File: config.mk
export PLATFORM = sky130hd
export DESIGN_NAME = seq_detect_ctrl_flat
export DESIGN_NICKNAME = d
export VERILOG_FILES = /design/src/rtl/seq_detect_pkg.sv /design/src/rtl/seq_detect_ctrl_if.sv /design/src/rtl/seq_shift_match.sv /design/src/rtl/seq_detect_ctrl.sv /design/src/flat_wrapper.sv
export SDC_FILE = /design/constraint.sdc
export NUM_CORES = 1
export LEC_CHECK = 0
export BUFFER_PORTS_ARGS = -buffer_cell sky130_fd_sc_hd__buf_4
export CORE_MARGIN = 1.5
export CORE_UTILIZATION = 40
export CTS_BUF_LIST = sky130_fd_sc_hd__clkbuf_16
export DETAILED_ROUTE_END_ITERATION = 8
export GPL_TIMING_DRIVEN = 0
export PLACE_DENSITY = 0.65
export SYNTH_ARGS = -nofsm -noshare
export SYNTH_HDL_FRONTEND = slang
export SYNTH_HIERARCHICAL = 1
export SYNTH_SLANG_ARGS = --single-unit
File: constraint.sdc
create_clock -name clk -period 3.2 [get_ports clk]
set_input_delay 0.16 -clock clk [delete_from_list [all_inputs] [get_ports clk]]
set_output_delay 0.16 -clock clk [all_outputs]
set_load 0.05 [all_outputs]
File: src/rtl/seq_detect_pkg.sv
// Shared types and constants for the serial sequence detector.
// Holds the FSM state encoding, config reset defaults and history sizing.
package seq_detect_pkg;

  localparam int HIST_W = 8;
  localparam int HCNT_W = 4;

  typedef enum logic [1:0] {
    ST_IDLE = 2'd0,
    ST_RUN  = 2'd1,
    ST_DONE = 2'd2
  } state_t;

  localparam logic [HIST_W-1:0] CFG_PATTERN_RST = 8'h0B;
  localparam logic [2:0]        CFG_LEN_RST     = 3'd3;
  localparam logic              CFG_OVERLAP_RST = 1'b0;
  localparam logic [7:0]        CFG_TARGET_RST  = 8'd0;

  // Mask selecting the low L = len+1 bits of the history.
  function automatic logic [HIST_W-1:0] len_mask(input logic [2:0] len);
    return 8'hFF >> (3'd7 - len);
  endfunction

  function automatic logic [7:0] sat_inc8(input logic [7:0] v);
    return (v == 8'hFF) ? v : v + 8'd1;
  endfunction

endpackage

File: src/rtl/seq_detect_ctrl_if.sv
// Bus bundle for seq_detect_ctrl: config, run control, serial input and status.
// Serial input: a bit transfers on a rising clk edge where in_valid && in_ready.
interface seq_detect_ctrl_if;
  import seq_detect_pkg::*;

  logic              cfg_we;
  logic [HIST_W-1:0] cfg_pattern;
  logic [2:0]        cfg_len;
  logic              cfg_overlap;
  logic [7:0]        cfg_target;
  logic              start;
  logic              abort;
  logic              in_valid;
  logic              in_bit;
  logic              in_ready;
  logic              match;
  logic [7:0]        match_cnt;
  logic              busy;
  logic              done;
  state_t            state;

  modport master (
    output cfg_we, cfg_pattern, cfg_len, cfg_overlap, cfg_target,
    output start, abort, in_valid, in_bit,
    input  in_ready, match, match_cnt, busy, done, state
  );

  modport slave (
    input  cfg_we, cfg_pattern, cfg_len, cfg_overlap, cfg_target,
    input  start, abort, in_valid, in_bit,
    output in_ready, match, match_cnt, busy, done, state
  );

endinterface

File: src/rtl/seq_shift_match.sv
// Bit history shift register, saturating history counter and masked pattern
// comparator. o_match_hit is combinational for the bit being accepted now.
module seq_shift_match
  import seq_detect_pkg::*;
(
  input  logic              clk,
  input  logic              rst,
  input  logic              i_clear,
  input  logic              i_accept,
  input  logic              i_bit,
  input  logic [HIST_W-1:0] i_pattern,
  input  logic [2:0]        i_len,
  input  logic              i_overlap,
  output logic              o_match_hit
);

  logic [HIST_W-1:0] r_shift;
  logic [HCNT_W-1:0] r_hist;

  logic [HIST_W-1:0] w_shift_next;
  logic [HIST_W-1:0] w_mask;
  logic [HCNT_W-1:0] w_hist_next;
  logic [HCNT_W-1:0] w_len_full;

  assign w_shift_next = {r_shift[HIST_W-2:0], i_bit};
  assign w_hist_next  = (r_hist == HCNT_W'(HIST_W)) ? r_hist : r_hist + 1'b1;
  assign w_len_full   = {1'b0, i_len} + 1'b1;
  assign w_mask       = len_mask(i_len);

  assign o_match_hit = i_accept
                    && (w_hist_next >= w_len_full)
                    && ((w_shift_next & w_mask) == (i_pattern & w_mask));

  // Non-overlap mode forgets the history after a hit so the next match
  // needs L fresh bits.
  always_ff @(posedge clk or posedge rst) begin
    if (rst) begin
      r_shift <= '0;
      r_hist  <= '0;
    end else if (i_clear) begin
      r_shift <= '0;
      r_hist  <= '0;
    end else if (i_accept) begin
      r_shift <= w_shift_next;
      r_hist  <= (o_match_hit && !i_overlap) ? '0 : w_hist_next;
    end
  end

endmodule

File: src/rtl/seq_detect_ctrl.sv
// Serial sequence detector controller: run FSM, config registers, match counter
// and registered match pulse around the seq_shift_match datapath.
module seq_detect_ctrl
  import seq_detect_pkg::*;
(
  input  logic            clk,
  input  logic            rst,
  seq_detect_ctrl_if.slave bus
);

  state_t            r_state;
  logic [HIST_W-1:0] r_pattern;
  logic [2:0]        r_len;
  logic              r_overlap;
  logic [7:0]        r_target;
  logic              r_match;
  logic [7:0]        r_match_cnt;
  logic              r_in_ready;
  logic              r_busy;
  logic              r_done;

  logic       w_accept;
  logic       w_hit;
  logic       w_start_run;
  logic [7:0] w_cnt_next;
  logic       w_terminal;

  assign w_accept    = bus.in_valid && r_in_ready;
  assign w_start_run = (r_state != ST_RUN) && bus.start && !bus.abort;
  assign w_cnt_next  = sat_inc8(r_match_cnt);
  assign w_terminal  = (r_target != 8'd0) && (w_cnt_next == r_target);

  seq_shift_match u_shift_match (
    .clk         (clk),
    .rst         (rst),
    .i_clear     (w_start_run),
    .i_accept    (w_accept),
    .i_bit       (bus.in_bit),
    .i_pattern   (r_pattern),
    .i_len       (r_len),
    .i_overlap   (r_overlap),
    .o_match_hit (w_hit)
  );

  always_ff @(posedge clk or posedge rst) begin
    if (rst) begin
      r_state     <= ST_IDLE;
      r_pattern   <= CFG_PATTERN_RST;
      r_len       <= CFG_LEN_RST;
      r_overlap   <= CFG_OVERLAP_RST;
      r_target    <= CFG_TARGET_RST;
      r_match     <= 1'b0;
      r_match_cnt <= 8'd0;
      r_in_ready  <= 1'b0;
      r_busy      <= 1'b0;
      r_done      <= 1'b0;
    end else begin
      r_match <= 1'b0;
      case (r_state)
        ST_IDLE, ST_DONE: begin
          // Config loads on the same edge as a start, so the new run sees it.
          if (bus.cfg_we) begin
            r_pattern <= bus.cfg_pattern;
            r_len     <= bus.cfg_len;
            r_overlap <= bus.cfg_overlap;
            r_target  <= bus.cfg_target;
          end
          if (bus.abort) begin
            r_state    <= ST_IDLE;
            r_in_ready <= 1'b0;
            r_busy     <= 1'b0;
            r_done     <= 1'b0;
          end else if (bus.start) begin
            r_state     <= ST_RUN;
            r_match_cnt <= 8'd0;
            r_in_ready  <= 1'b1;
            r_busy      <= 1'b1;
            r_done      <= 1'b0;
          end
        end
        ST_RUN: begin
          if (bus.abort) begin
            r_state    <= ST_IDLE;
            r_in_ready <= 1'b0;
            r_busy     <= 1'b0;
            r_done     <= 1'b0;
          end else if (w_hit) begin
            r_match     <= 1'b1;
            r_match_cnt <= w_cnt_next;
            if (w_terminal) begin
              r_state    <= ST_DONE;
              r_in_ready <= 1'b0;
              r_busy     <= 1'b0;
              r_done     <= 1'b1;
            end
          end
        end
        default: begin
          r_state    <= ST_IDLE;
          r_in_ready <= 1'b0;
          r_busy     <= 1'b0;
          r_done     <= 1'b0;
        end
      endcase
    end
  end

  assign bus.in_ready  = r_in_ready;
  assign bus.match     = r_match;
  assign bus.match_cnt = r_match_cnt;
  assign bus.busy      = r_busy;
  assign bus.done      = r_done;
  assign bus.state     = r_state;

endmodule

File: src/flat_wrapper.sv
// flat-port wrapper written by rule: the top's interface ports become plain ports
module seq_detect_ctrl_flat import seq_detect_pkg::*;
  (clk, rst, bus_cfg_we, bus_cfg_pattern, bus_cfg_len, bus_cfg_overlap, bus_cfg_target, bus_start, bus_abort, bus_in_valid, bus_in_bit, bus_in_ready, bus_match, bus_match_cnt, bus_busy, bus_done, bus_state);
  seq_detect_ctrl_if bus_i ();
  input  logic clk;
  input  logic rst;
  input wire logic [$bits(bus_i.cfg_we)-1:0] bus_cfg_we;
  input wire logic [$bits(bus_i.cfg_pattern)-1:0] bus_cfg_pattern;
  input wire logic [$bits(bus_i.cfg_len)-1:0] bus_cfg_len;
  input wire logic [$bits(bus_i.cfg_overlap)-1:0] bus_cfg_overlap;
  input wire logic [$bits(bus_i.cfg_target)-1:0] bus_cfg_target;
  input wire logic [$bits(bus_i.start)-1:0] bus_start;
  input wire logic [$bits(bus_i.abort)-1:0] bus_abort;
  input wire logic [$bits(bus_i.in_valid)-1:0] bus_in_valid;
  input wire logic [$bits(bus_i.in_bit)-1:0] bus_in_bit;
  output wire logic [$bits(bus_i.in_ready)-1:0] bus_in_ready;
  output wire logic [$bits(bus_i.match)-1:0] bus_match;
  output wire logic [$bits(bus_i.match_cnt)-1:0] bus_match_cnt;
  output wire logic [$bits(bus_i.busy)-1:0] bus_busy;
  output wire logic [$bits(bus_i.done)-1:0] bus_done;
  output wire logic [$bits(bus_i.state)-1:0] bus_state;
  assign bus_i.cfg_we = bus_cfg_we;
  assign bus_i.cfg_pattern = bus_cfg_pattern;
  assign bus_i.cfg_len = bus_cfg_len;
  assign bus_i.cfg_overlap = bus_cfg_overlap;
  assign bus_i.cfg_target = bus_cfg_target;
  assign bus_i.start = bus_start;
  assign bus_i.abort = bus_abort;
  assign bus_i.in_valid = bus_in_valid;
  assign bus_i.in_bit = bus_in_bit;
  assign bus_in_ready = bus_i.in_ready;
  assign bus_match = bus_i.match;
  assign bus_match_cnt = bus_i.match_cnt;
  assign bus_busy = bus_i.busy;
  assign bus_done = bus_i.done;
  assign bus_state = bus_i.state;
  seq_detect_ctrl u_core (.clk(clk), .rst(rst), .bus(bus_i));
endmodule
==> out/qor.log, run 1 <==
[outcome] run status finished clean
[timing] setup skew after layout 0.003529 ns
[timing] final setup vio count 0
[logic_synthesis] dominant cell by count in the synthesized netlist sky130_fd_sc_hd__dfrtp_1
[logic_synthesis] flip-flop and latch count after synthesis 42
[critical_path] worst-path cell with the longest stage delay sky130_fd_sc_hd__dfrtp_1
[cells_and_area] Total Nets Final 335
[cells_and_area] Area growth, synth to finish 24.73%
[cells_and_area] layout cells sized above 1 31.21%
[timing] maximum clock frequency 322.9 MHz
[logic_synthesis] multiplexer area fraction after synthesis 11.29%
[logic_synthesis] post-synth top area cell sky130_fd_sc_hd__dfrtp_1
[detailed_routing] Post-Route WL 5757 um
[hold_path] hold endpoint u_core/r_target[6]
[timing] slew at the pin with the worst max-slew slack 0.5936 ns
[cells_and_area] filler-free cell count of the finished design 373
[logic_synthesis] post-synthesis adder-cell area fraction 5.473%
[logic_synthesis] post-synth cell types 52
[logic_synthesis] share of the yosys chip area belonging to registers 42.04%
[logic_synthesis] most used standard cells in the synthesized netlist 37 x sky130_fd_sc_hd__dfrtp_1, 19 x sky130_fd_sc_hd__mux2_2, 18 x sky130_fd_sc_hd__inv_1
[critical_path] required time of the worst setup path 3.39 ns
[logic_synthesis] Synth Net Count 286
[logic_synthesis] number of warnings reported in the yosys synthesis log 6
[critical_path] Critical R2R Capture u_core/bus.done
[logic_synthesis] area fraction of the dominant cell type after synthesis 36.82%
[power_and_ir_drop] NetSw 394.8 uW
[critical_path] chain of cells forming the critical path inv_1, ha_1, nand2_1, nor2_1, xnor2_2, ha_1, nand2b_1, a2111oi_2, a221o_1, nor2_1, o221ai_1, a311oi_1, and4_1, nand4_1, o31ai_2
[critical_path] critical path's largest stage delay 0.41 ns
[die] width of the die 82.29 um
[detailed_routing] total via count in the routed design 2071
[timing] worst hold-check slack 0.09677 ns
[place] Post-Place Cell Area 2909 um^2
[die] height of the die 82.29 um
[timing] time the final worst path needs with I/O delays and setup 3.097 ns
[detailed_routing] First DRT Iteration DRCs 94
[global_routing] wire length of the first global-routing pass 9273 um
[critical_path] WP data arrival 3.28 ns
[critical_path] critical path endpoint category flip-flop
[hold_path] class of the tightest hold or removal check input port to flip-flop
[clock_tree] clock root cell sky130_fd_sc_hd__clkbuf_16
[clock_tree] cts bufs inserted 5
[hold_path] hold-critical path depth 3
[logic_synthesis] basic-gate share of the synthesized area counting and, or, nand and nor cells 15.77%
[clock_tree] maximum count of clock buffers along a single path 2
[power_and_ir_drop] share of total power consumed by net switching 26.31%
[place] global placement routability congestion 0.8978
[hold_path] launch instance of the worst min-delay path bus_cfg_target[6]
[logic_synthesis] Syn Inst Count 248
[power_and_ir_drop] power share of the clock group 38.0%
[critical_path] worst reg-to-reg path cell count 15
[timing] normalized max-slew margin 60.42%
[logic_synthesis] main combinational cell family by area after synthesis simple AND/OR/NAND/NOR gates
[clock_tree] number of buffers inserted by post-CTS setup repair 0
[detailed_routing] Avg Vias per Cell 5.552
[die] DIE AREA 6772 um^2
[place] instance count after placement with tap cells included 363
[die] Site Rows 28
[cells_and_area] final core utilization 52.36%
[logic_synthesis] Synth Flop Type sky130_fd_sc_hd__dfrtp_1
[global_routing] overall track demand over capacity in global routing 17.92%
[clock_tree] Skew-Pair Late Insertion Delay 0.28 ns
[timing] fin. max-slew vios 0
[global_routing] initial antenna violation count 0
[place] port buffer count 40
[critical_path] reg-to-reg setup timing slack 0.10 ns
[die] core outline area 5991 um^2
[logic_synthesis] post-synth design cell area 2515 um^2
[critical_path] kind of critical path flip-flop to flip-flop
[global_routing] residual overflow from global routing 0
[timing] Tcrit/Tclk final 96.78%
[run] number of violations of the max-capacitance limit 0
[logic_synthesis] top cells by area, synth sky130_fd_sc_hd__dfrtp_1 37%, sky130_fd_sc_hd__mux2_2 8.5%, sky130_fd_sc_hd__ha_1 5.5%
[power_and_ir_drop] sequential power share 42.7%
[clock_tree] clock transition time at the flip-flop clock pins of the worst setup and hold paths 0.06 ns
[critical_path] worst reg2reg startpoint u_core/u_shift_match/r_hist[0]
[clock_tree] CTS tree yes
[detailed_routing] count of TritonRoute iterations in the first routing pass 4
[global_routing] number of global-route vias before repair 1964
[global_routing] largest net degree at the start of global routing 32
[cells_and_area] antenna cell count 0
[timing] count of endpoints failing hold in the final timing report 0
[die] number of primary I/O pins 41
[die] Starting Density 41.98%
[power_and_ir_drop] leak pwr 1.365 nW
[clock_tree] Clock Sinks 42
[clock_tree] CTS HTree Levels 2
[place] DP Wirelength 4305 um
[power_and_ir_drop] share of total power in combinational logic 19.3%
[logic_synthesis] per-instance average area after synthesis 10.14 um^2
[logic_synthesis] XOR/XNOR Fraction of Synth Area 4.527%
[power_and_ir_drop] Max rail drop VDD 0.0002698 V
[logic_synthesis] FFs w/ async S/R, synth 100.0%
[power_and_ir_drop] power density cells 478.4 nW/um^2
[logic_synthesis] compound-cell area share of the yosys netlist 15.57%
[detailed_routing] routed length per placed instance 15.43 um
[critical_path] startpoint type of the worst setup path flip-flop
[detailed_routing] post-detailed-route count of antenna-violating nets 0
[critical_path] worst-path maximum fanout 4
[logic_synthesis] Post-synth EDFFs 0
[detailed_routing] Post-route DRC 0
[power_and_ir_drop] internal cell power 1.106 mW
[cells_and_area] post-route cell area 3137 um^2
==> through the flow <==
step	TNS, ns	power (mW)	setup slack (ns)
after floorplan	0	0.8278	0.5179
after global placement	-0.002110	0.9080	-0.002110
after detailed placement	-0.04916	0.9182	-0.02968
after CTS	0	1.497	0.07264
after global routing	-0.01160	1.574	-0.01160
final	0	1.501	0.1032
==> power groups by stage <==
| stage | logic, mW | clock network, mW | registers [mW] |
|---|---|---|---|
| finish | 0.289 | 0.571 | 0.641 |
| global route | 0.319 | 0.606 | 0.649 |
| CTS | 0.274 | 0.581 | 0.642 |
| detailed placement | 0.266 | 0 | 0.652 |
| global placement | 0.258 | 0 | 0.650 |
| floorplan | 0.190 | 0 | 0.637 |
==> cell families after synthesis <==
family / Yosys count
simple gates: 70
compound gates: 55
flops: 42
buf+inv: 31
mux: 26
xor+xnor: 13
fa+ha+maj: 11
==> cells in the final DEF, fill, tap and decap left out, drive strengths merged, types with 3 or more instances in the layout <==
cell / count
buf: 50
dfrtp: 37
mux2: 19
inv: 18
nor2: 16
o21ai: 12
a21oi: 12
ha: 11
xnor2: 11
nand2: 10
nand3: 9
clkbuf: 8
a32o: 7
mux2i: 7
or3: 6
dfstp: 5
nor2b: 4
nand2b: 4
o31ai: 4
or4: 3
nor3: 3
a41oi: 3
and4: 3
nand4: 3
==> how the worst max path moves through the flow <==
stage                                    from                 endpoint  cells after the start
2_1_floorplan                 u_core/r_len[1]  u_core/bus.match_cnt[1]                     12
3_3_place_gp                  u_core/r_len[1]  u_core/bus.match_cnt[1]                     12
3_5_place_dp   u_core/u_shift_match/r_hist[0]  u_core/bus.match_cnt[1]                     14
4_1_cts        u_core/u_shift_match/r_hist[0]  u_core/bus.match_cnt[3]                     15
6_report       u_core/u_shift_match/r_hist[0]          u_core/bus.done                     15
5_1_grt                       u_core/r_len[1]          u_core/bus.done                     13
==> critical path, delay by kind of cell, from the launching register on <==
family / cells / cell delay (ns)
xor gates and xnor gates: 1 / 0.11
adders and majority gates: 2 / 0.44
and+or+nand+nor: 6 / 0.97
buffers and inverters: 1 / 0.13
AOI/OAI and AO/OA: 5 / 0.95
DFF: 1 / 0.41
==> final cells by class <==
class                      instances  area [um^2]
clock buffer                       5        125.1
clock inverter                     3        41.29
fill                             539         2854
tap                               75        93.84
inverter                          19        72.57
timing repair buffer              42        330.3
sequential                        42         1057
buffer                            12        62.56
multi-input combinational        175         1354
==> routing by layer <==
layer | global-route usage [%] | routed length (um) | vias up | share of wire [%]
met4 | 5.593 | 59 | 0 | 1.0
met2 | 28.37 | 2611 | 55 | 45
li1 | - | - | 1003 | -
met5 | 0 | 0 | - | 0
met3 | 2.088 | 260 | 5 | 4.5
met1 | 25.48 | 2825 | 1008 | 49
==> repair_timing <==
item / CTS / global route
endpoints found under the hold margin: 11 / 0
endpoints found under the setup margin: 8 / 7
hold buffers: 1 / 0
gates resized for setup: 3 / 5
==> flip-flops by register name, indices dropped and copies added, names as in the netlist <==
| signal | cells |
|---|---|
| u_core/bus.done | 1 |
| u_core/bus.match | 1 |
| u_core/bus.match_cnt | 8 |
| u_core/bus.state | 1 |
| u_core/r_len | 3 |
| u_core/r_overlap | 1 |
| u_core/r_pattern | 8 |
| u_core/r_target | 8 |
| u_core/u_shift_match/r_hist | 4 |
| u_core/u_shift_match/r_shift | 7 |
Power figures use the tool's default switching activity.
==> run 2, diff against run 1 <==
--- a/config.mk
+++ b/config.mk
@@ -5,7 +5,9 @@
 export SDC_FILE = /design/constraint.sdc
 export NUM_CORES = 1
 export LEC_CHECK = 0
+export ABC_AREA = 1
 export BUFFER_PORTS_ARGS = -buffer_cell sky130_fd_sc_hd__buf_4
+export CAP_MARGIN = 0
 export CORE_MARGIN = 1.5
 export CORE_UTILIZATION = 40
 export CTS_BUF_LIST = sky130_fd_sc_hd__clkbuf_16
==> run 2 against run 1 <==
Setup slack improved by 0.31 ns. Critical path type unchanged. Critical endpoint is now u_core/bus.match_cnt[0]. Count of clock-buffer cells in the layout did not move. Largest power group unchanged. Highest routed layer unchanged. Non-clock buffer count fell by 6. Maximum frequency rose by 11%.
==> out/qor.log, run 2 <==
[clock_tree] number of buffers inserted by post-CTS setup repair 0 [unchanged]
[place] Post-Place Cell Area 2980 um^2 [+2.5%]
[detailed_routing] First DRT Iteration DRCs 123 [+31%]
[cells_and_area] count of fill cells added during filler insertion 628 [+17%]
[die] Site Rows 29 [+3.6%]
[timing] time the final worst path needs with I/O delays and setup 2.783 ns [-0.3138 ns]
[global_routing] most crowded layer after global routing met2
[clock_tree] Clock Sinks 42 [unchanged]
[clock_tree] maximum count of clock buffers along a single path 2 [unchanged]
[hold_path] class of the tightest hold or removal check input port to flip-flop
[cells_and_area] post-route cell area 3184 um^2 [+1.5%]
[logic_synthesis] most used standard cells in the synthesized netlist 85 x sky130_fd_sc_hd__nand2_1, 63 x sky130_fd_sc_hd__inv_1, 37 x sky130_fd_sc_hd__dfrtp_1
[cells_and_area] highest-count cells in the layout ignoring fill and taps 85 x sky130_fd_sc_hd__nand2_1, 63 x sky130_fd_sc_hd__inv_1, 43 x sky130_fd_sc_hd__buf_4, 37 x sky130_fd_sc_hd__dfrtp_1, 30 x sky130_fd_sc_hd__nand3_1
[clock_tree] CTS HTree Levels 2 [unchanged]
[timing] fin. max-slew vios 0 [unchanged]
[cells_and_area] antenna cell count 0 [unchanged]
[detailed_routing] Post-route DRC 0 [unchanged]
[outcome] run status finished clean
[timing] worst hold-check slack 0.1056 ns [+0.008799 ns]
[die] height of the die 83.37 um [+1.3%]
[logic_synthesis] area fraction of the dominant cell type after synthesis 35.84% [-0.98 points]
[logic_synthesis] post-synth design cell area 2584 um^2 [+2.7%]
[timing] normalized max-slew margin 57.40% [-3.0 points]
[detailed_routing] total via count in the routed design 2231 [+7.7%]
[timing] slew at the pin with the worst max-slew slack 0.6389 ns [+0.04531 ns]
[place] DP Wirelength 4186 um [-2.8%]
[critical_path] worst reg2reg startpoint u_core/r_len[1]
[detailed_routing] post-detailed-route count of antenna-violating nets 0 [unchanged]
[power_and_ir_drop] power density cells 622.3 nW/um^2 [+30%]
[logic_synthesis] flip-flop and latch count after synthesis 42 [unchanged]
[power_and_ir_drop] leak pwr 1.740 nW [+28%]
[power_and_ir_drop] Max rail drop VDD 0.0003021 V [+12%]
[timing] setup repair after global routing missed its margin false
[die] number of primary I/O pins 41 [unchanged]
[logic_synthesis] post-synth cell types 33 [-37%]
[critical_path] worst-path maximum fanout 8 [+4]
[detailed_routing] Post-Route WL 5460 um [-5.2%]
[clock_tree] cts repair resizes 0 [-3]
[global_routing] global-route track usage on met2 24.98% [-3.4 points]
[timing] final setup vio count 0 [unchanged]
[die] DIE AREA 6951 um^2 [+2.6%]
[global_routing] largest net degree at the start of global routing 32 [unchanged]
[logic_synthesis] per-instance average area after synthesis 7.667 um^2 [-24%]
[power_and_ir_drop] total power after layout 1.982 mW [+32%]
[global_routing] initial antenna violation count 0 [unchanged]
[hold_path] launch instance of the worst min-delay path bus_cfg_pattern[4]
[critical_path] required time of the worst setup path 3.33 ns [-0.06 ns]
[global_routing] residual overflow from global routing 0 [unchanged]
[logic_synthesis] Synth Flop Type sky130_fd_sc_hd__dfrtp_1
[timing] setup TNS 0 ns [unchanged]
[run] number of violations of the max-capacitance limit 0 [unchanged]
[logic_synthesis] Syn Inst Count 337 [+36%]
[logic_synthesis] Synth Net Count 375 [+31%]
[timing] setup skew after layout 0.004345 ns [+0.0008155 ns]
[timing] Tcrit/Tclk final 86.97% [-9.8 points]
[global_routing] wire length of the first global-routing pass 9432 um [+1.7%]
[logic_synthesis] number of warnings reported in the yosys synthesis log 6 [unchanged]
[clock_tree] clock root cell sky130_fd_sc_hd__clkbuf_16
[critical_path] startpoint type of the worst setup path flip-flop
[logic_synthesis] FFs w/ async S/R, synth 100.0% [unchanged]
[die] core outline area 6277 um^2 [+4.8%]
[global_routing] number of global-route vias before repair 2022 [+3.0%]
[global_routing] overall track demand over capacity in global routing 16.72% [-1.2 points]
[detailed_routing] count of TritonRoute iterations in the first routing pass 4 [unchanged]
[logic_synthesis] Post-synth EDFFs 0 [unchanged]
[logic_synthesis] post-synth top area cell sky130_fd_sc_hd__dfrtp_1
[detailed_routing] routed length per placed instance 11.77 um [-24%]
[global_routing] met3 track utilization from global routing 3.181% [+1.1 points]
[logic_synthesis] top cells by area, synth sky130_fd_sc_hd__dfrtp_1 36%, sky130_fd_sc_hd__nand2_1 12%, sky130_fd_sc_hd__inv_1 9.2%
[die] width of the die 83.37 um [+1.3%]
[die] Starting Density 41.16% [-0.82 points]
[cells_and_area] Total Nets Final 424 [+27%]
[cells_and_area] leading cell type in the layout, fill and taps excluded sky130_fd_sc_hd__nand2_1
[detailed_routing] Avg Vias per Cell 4.808 [-13%]
[cells_and_area] layout cells sized above 1 22.74% [-8.5 points]
[place] global placement routability congestion 0.8481 [-5.5%]
[logic_synthesis] dominant cell by count in the synthesized netlist sky130_fd_sc_hd__nand2_1
[clock_tree] CTS tree yes
[clock_tree] cts bufs inserted 5 [unchanged]
[timing] count of endpoints failing hold in the final timing report 0 [unchanged]
[logic_synthesis] share of the yosys chip area belonging to registers 40.92% [-1.1 points]
[critical_path] start point of the critical path u_core/r_len[1]
[clock_tree] clock transition time at the flip-flop clock pins of the worst setup and hold paths 0.06 ns [about the same]
[place] port buffer count 40 [unchanged]
[timing] maximum clock frequency 359.3 MHz [+11%]
[cells_and_area] Area growth, synth to finish 23.24%
[critical_path] kind of critical path flip-flop to flip-flop
[critical_path] critical path endpoint category flip-flop
[global_routing] met1 Use GR 24.56% [-0.93 points]
[critical_path] WP data arrival 2.91 ns [-0.37 ns]
[clock_tree] Skew-Pair Late Insertion Delay 0.28 ns [about the same]
==> run 2: cell count changes in the layout (fill, tap and decap cells not counted), sizes merged, moves of 5 or more <==
cell,change
a32o,-7
inv,+48
mux2,-6
mux2i,-7
nand2,+80
nand3,+22
nor2,+18
o22ai,+5
or3,-6
xnor2,-9
==> run 2: area by class of cell <==
| cell class | instances | area (um^2) | share of cell area (%) |
|---|---|---|---|
| buffer | 6 | 42.54 | 1.336 |
| clock buffer | 5 | 125.1 | 3.929 |
| clock inverter | 3 | 41.29 | 1.297 |
| inverter | 66 | 247.7 | 7.780 |
| multi-input combinational | 223 | 1236 | 38.82 |
| sequential | 42 | 1057 | 33.20 |
| tap | 77 | 96.34 | 3.026 |
| timing repair buffer | 42 | 337.8 | 10.61 |
==> run 2: through the flow <==
stage	utilization [%]	std cells	setup slack, ns
floorplan	-	337	0.7935
global placement	47.48	454	0.4488
detailed placement	47.48	454	0.4100
CTS	50.29	463	0.3865
global route	50.73	464	0.1436
finish	50.73	464	0.4169
==> run 2: logic make-up (layout without fill, tap and decap cells) <==
family / count (synthesis) / in the layout / synth area share, %
XOR/XNOR: 5 / 5 / 1.695
AO/OA/AOI/OAI: 29 / 29 / 6.344
buffers and inverters: 72 / 122 / 11.23
adder cells (fa/ha/maj): 11 / 11 / 5.327
flip-flops: 42 / 42 / 40.92
AND/OR/NAND/NOR: 165 / 165 / 28.81
multiplexers: 13 / 13 / 5.666
==> run 2: final timing paths <==
| kind | depth (start not counted) | to | slack (ns) |
|---|---|---|---|
| setup / recovery | 15 | u_core/bus.match_cnt[0] | 0.42 |
| max in group asynchronous | 4 | u_core/r_pattern[0] | 2.29 |
| min in group asynchronous | 3 | u_core/bus.done | 0.41 |
| hold reg to reg | 1 | u_core/r_overlap | 0.52 |
| setup reg to reg | 15 | u_core/bus.match_cnt[0] | 0.42 |
| hold / removal | 2 | u_core/r_pattern[4] | 0.11 |
==> run 2: routing by layer <==
layer | vias up | share of wire [%]
met2 | 64 | 43
li1 | 1145 | -
met4 | 0 | 0.93
met5 | - | 0
met3 | 4 | 6.5
met1 | 1018 | 49
==> run 2: repair_timing <==
item	in CTS	in global routing
hold buffers	1	0
endpoints found under the hold margin	11	0
endpoints found under the setup margin	0	0
==> run 2: worst max-delay path, cell delays in order (launching register included) <==
cell and delay, ns:
sky130_fd_sc_hd__dfstp_2 0.56, sky130_fd_sc_hd__ha_1 0.18, sky130_fd_sc_hd__inv_1 0.05, sky130_fd_sc_hd__ha_1 0.26, sky130_fd_sc_hd__inv_1 0.04, sky130_fd_sc_hd__ha_1 0.26, sky130_fd_sc_hd__nand2_1 0.06, sky130_fd_sc_hd__inv_1 0.05
sky130_fd_sc_hd__nand2_1 0.05, sky130_fd_sc_hd__nand2_1 0.05, sky130_fd_sc_hd__nor2_1 0.04, sky130_fd_sc_hd__nor2_2 0.13, sky130_fd_sc_hd__and2_2 0.17, sky130_fd_sc_hd__a21oi_1 0.06, sky130_fd_sc_hd__a21oi_1 0.51, sky130_fd_sc_hd__o32ai_1 0.15
==> run 2: report_power, final <==
group,leakage [nW],internal [mW],switching [mW]
registers,0.519,0.659,0.0947
logic,1.14,0.281,0.375
clock network,0.0812,0.365,0.208
==> run 3, diff against run 2 <==
--- a/config.mk
+++ b/config.mk
@@ -5,7 +5,6 @@
 export SDC_FILE = /design/constraint.sdc
 export NUM_CORES = 1
 export LEC_CHECK = 0
-export ABC_AREA = 1
 export BUFFER_PORTS_ARGS = -buffer_cell sky130_fd_sc_hd__buf_4
 export CAP_MARGIN = 0
 export CORE_MARGIN = 1.5
@@ -13,7 +12,8 @@
 export CTS_BUF_LIST = sky130_fd_sc_hd__clkbuf_16
 export DETAILED_ROUTE_END_ITERATION = 8
 export GPL_TIMING_DRIVEN = 0
-export PLACE_DENSITY = 0.65
+export PLACE_DENSITY = 0.66
+export SLEW_MARGIN = 0
 export SYNTH_ARGS = -nofsm -noshare
 export SYNTH_HDL_FRONTEND = slang
 export SYNTH_HIERARCHICAL = 1
==> run 3 against run 2 <==
Combinational power decreased by 55%. Worst hold slack worse by 0.014 ns. Sequential share of layout area up 0.21 points. Largest power group is now clock.
==> out/qor.log, run 3 (same netlist as run 1, synthesis figures left out) <==
[outcome] run status finished clean
[critical_path] worst-path cell with the longest stage delay sky130_fd_sc_hd__dfstp_2
[clock_tree] Skew-Pair Late Insertion Delay 0.28 ns [about the same]
[critical_path] Top Family by Delay on Critical Path compound AO/OA/AOI/OAI gates
[critical_path] critical path's largest stage delay 0.59 ns [+0.03 ns]
[detailed_routing] count of TritonRoute iterations in the first routing pass 4 [unchanged]
[clock_tree] cts bufs inserted 5 [unchanged]
[critical_path] kind of critical path flip-flop to flip-flop
[cells_and_area] count of fill cells added during filler insertion 547 [-13%]
[detailed_routing] routed length per placed instance 15.50 um [+32%]
[power_and_ir_drop] NetSw 397.3 uW [-41%]
[die] Starting Density 41.98% [+0.82 points]
[global_routing] wire length of the first global-routing pass 9370 um [-0.66%]
[die] number of primary I/O pins 41 [unchanged]
[global_routing] number of global-route vias before repair 1942 [-4.0%]
[global_routing] residual overflow from global routing 0 [unchanged]
[power_and_ir_drop] power share of the clock group 40.7% [+12 points]
[timing] count of endpoints failing hold in the final timing report 0 [unchanged]
[die] Site Rows 28 [-3.4%]
[timing] final setup vio count 0 [unchanged]
[timing] final setup slack of the worst path 0.1515 ns [-0.2654 ns]
[clock_tree] number of buffers inserted by post-CTS setup repair 0 [unchanged]
[power_and_ir_drop] leak pwr 1.375 nW [-21%]
[clock_tree] maximum count of clock buffers along a single path 2 [unchanged]
[hold_path] class of the tightest hold or removal check input port to flip-flop
[timing] normalized max-slew margin 58.58% [+1.2 points]
[timing] slew at the pin with the worst max-slew slack 0.6213 ns [-0.01760 ns]
[clock_tree] clock transition time at the flip-flop clock pins of the worst setup and hold paths 0.06 ns [about the same]
[detailed_routing] post-detailed-route count of antenna-violating nets 0 [unchanged]
[critical_path] required time of the worst setup path 3.37 ns [+0.04 ns]
[cells_and_area] highest-count cells in the layout ignoring fill and taps 43 x sky130_fd_sc_hd__buf_4, 37 x sky130_fd_sc_hd__dfrtp_1, 19 x sky130_fd_sc_hd__mux2_2, 17 x sky130_fd_sc_hd__inv_1, 14 x sky130_fd_sc_hd__nor2_1
[timing] setup skew after layout 0.005084 ns [+0.0007390 ns]
[timing] Tcrit/Tclk final 95.27% [+8.3 points]
[global_routing] initial antenna violation count 0 [unchanged]
[cells_and_area] antenna cell count 0 [unchanged]
[detailed_routing] Avg Vias per Cell 5.528 [+15%]
[critical_path] WP data arrival 3.22 ns [+0.31 ns]
[power_and_ir_drop] power density cells 500.7 nW/um^2 [-20%]
[timing] maximum clock frequency 328.0 MHz [-8.7%]
[power_and_ir_drop] total power after layout 1.584 mW [-20%]
[place] port buffer count 40 [unchanged]
[cells_and_area] Area growth, synth to finish 25.82%
[clock_tree] CTS HTree Levels 2 [unchanged]
[place] DP Wirelength 4165 um [-0.49%]
[run] number of violations of the max-capacitance limit 0 [unchanged]
[power_and_ir_drop] share of total power in combinational logic 18.7% [-14 points]
[die] DIE AREA 6772 um^2 [-2.6%]
[place] global placement routability congestion 0.9162 [+8.0%]
[critical_path] critical path endpoint category flip-flop
[die] width of the die 82.29 um [-1.3%]
[timing] fin. max-slew vios 0 [unchanged]
[clock_tree] clock root cell sky130_fd_sc_hd__clkbuf_16
[detailed_routing] Post-Route WL 5781 um [+5.9%]
[clock_tree] Clock Sinks 42 [unchanged]
[place] Post-Place Cell Area 2909 um^2 [-2.4%]
[detailed_routing] Post-route DRC 0 [unchanged]
[power_and_ir_drop] Max rail drop VDD 0.0002166 V [-28%]
[clock_tree] CTS tree yes
[power_and_ir_drop] sequential power share 40.6% [+2.6 points]
[timing] time the final worst path needs with I/O delays and setup 3.049 ns [+0.2654 ns]
[cells_and_area] post-route cell area 3164 um^2 [-0.63%]
[critical_path] startpoint type of the worst setup path flip-flop
[detailed_routing] total via count in the routed design 2062 [-7.6%]
[global_routing] overall track demand over capacity in global routing 18.43% [+1.7 points]
[power_and_ir_drop] internal cell power 1.187 mW [-9.0%]
[die] height of the die 82.29 um [-1.3%]
[power_and_ir_drop] share of total power consumed by net switching 25.07% [-9.1 points]
[place] worst slack at placement 0.0001417 ns [-0.4099 ns]
[cells_and_area] final core utilization 52.82% [+2.1 points]
[critical_path] chain of cells forming the critical path ha_1, inv_1, ha_1, inv_1, ha_1, o21ai_0, a221o_1, nor2_2, nand2_1, a21oi_2, o21ai_0, a32o_1
[critical_path] Buffers & Inverters on Critical Path 2 [-1]
[timing] setup TNS 0 ns [unchanged]
[cells_and_area] Total Nets Final 335 [-21%]
[critical_path] most repeated library cell on the critical path sky130_fd_sc_hd__ha_1
[detailed_routing] First DRT Iteration DRCs 141 [+15%]
[critical_path] worst-path maximum fanout 7 [-1]
[die] core outline area 5991 um^2 [-4.6%]
[cells_and_area] leading cell type in the layout, fill and taps excluded sky130_fd_sc_hd__buf_4
[cells_and_area] layout cells sized above 1 31.88% [+9.1 points]
[global_routing] largest net degree at the start of global routing 32 [unchanged]
-- run 3: cell count changes in the layout (fill, tap and decap cells not counted), sizes merged, moves of 5 or more --
cell and delta:
xnor2 +9, mux2 +6, o22ai -5, nand2 -80
nand3 -22, mux2i +7, nor2 -18, or3 +6
inv -48, a32o +7
-- run 3: through the flow --
step | hold WS (ns) | instances
final | 0.09125 | 373
after global routing | 0.09918 | 373
after CTS | 0.08834 | 372
after detailed placement | 0.2153 | 363
after global placement | 0.1993 | 363
after floorplan | 0.01244 | 248
-- run 3: cell type report --
class,instances,area (um^2),area share (%)
timing repair buffer,42,337.8,10.68
tap,75,93.84,2.966
inverter,19,73.82,2.333
clock inverter,3,63.81,2.017
buffer,12,62.56,1.977
clock buffer,5,125.1,3.954
multi-input combinational,175,1350,42.66
sequential,42,1057,33.41
-- run 3: repair_timing --
item | CTS | global route
setup endpoints to repair | 6 | 9
resized for setup | 3 | 6
hold endpoints to repair | 11 | 0
hold buffers | 1 | 0
-- run 3: per-layer routing --
layer	global-route usage, %	wire length (um)	vias to the layer above
li1	-	-	1002
met1	25.90	2777	987
met2	27.64	2605	69
met3	4.725	350	4
met4	5.763	48	0
met5	0	0	-
-- run 3: tightest hold or removal path, stage by stage --
cell	delay (ns)
sky130_fd_sc_hd__buf_4	0.08
sky130_fd_sc_hd__nand2_1	0.03
sky130_fd_sc_hd__o21ai_0	0.06
-- run 3: final timing paths --
path / end / cells after the start / startpoint / slack, ns
worst max-delay path: u_core/bus.match_cnt[1] / 12 / u_core/r_len[1] / 0.15
worst min-delay path: u_core/r_target[6] / 3 / bus_cfg_target[6] / 0.09
worst max register to register: u_core/bus.match_cnt[1] / 12 / u_core/r_len[1] / 0.15
worst min register to register: u_core/r_overlap / 1 / u_core/r_overlap / 0.53
max in group asynchronous: u_core/r_pattern[3] / 4 / rst / 2.26
min in group asynchronous: u_core/r_overlap / 3 / rst / 0.44
-- run 3: power by group through the flow --
stage / combinational [mW] / sequential [mW] / clock [mW]
final: 0.296 / 0.643 / 0.645
after global routing: 0.324 / 0.650 / 0.688
after CTS: 0.277 / 0.643 / 0.661
after detailed placement: 0.266 / 0.651 / 0
after global placement: 0.257 / 0.650 / 0
after floorplan: 0.190 / 0.637 / 0
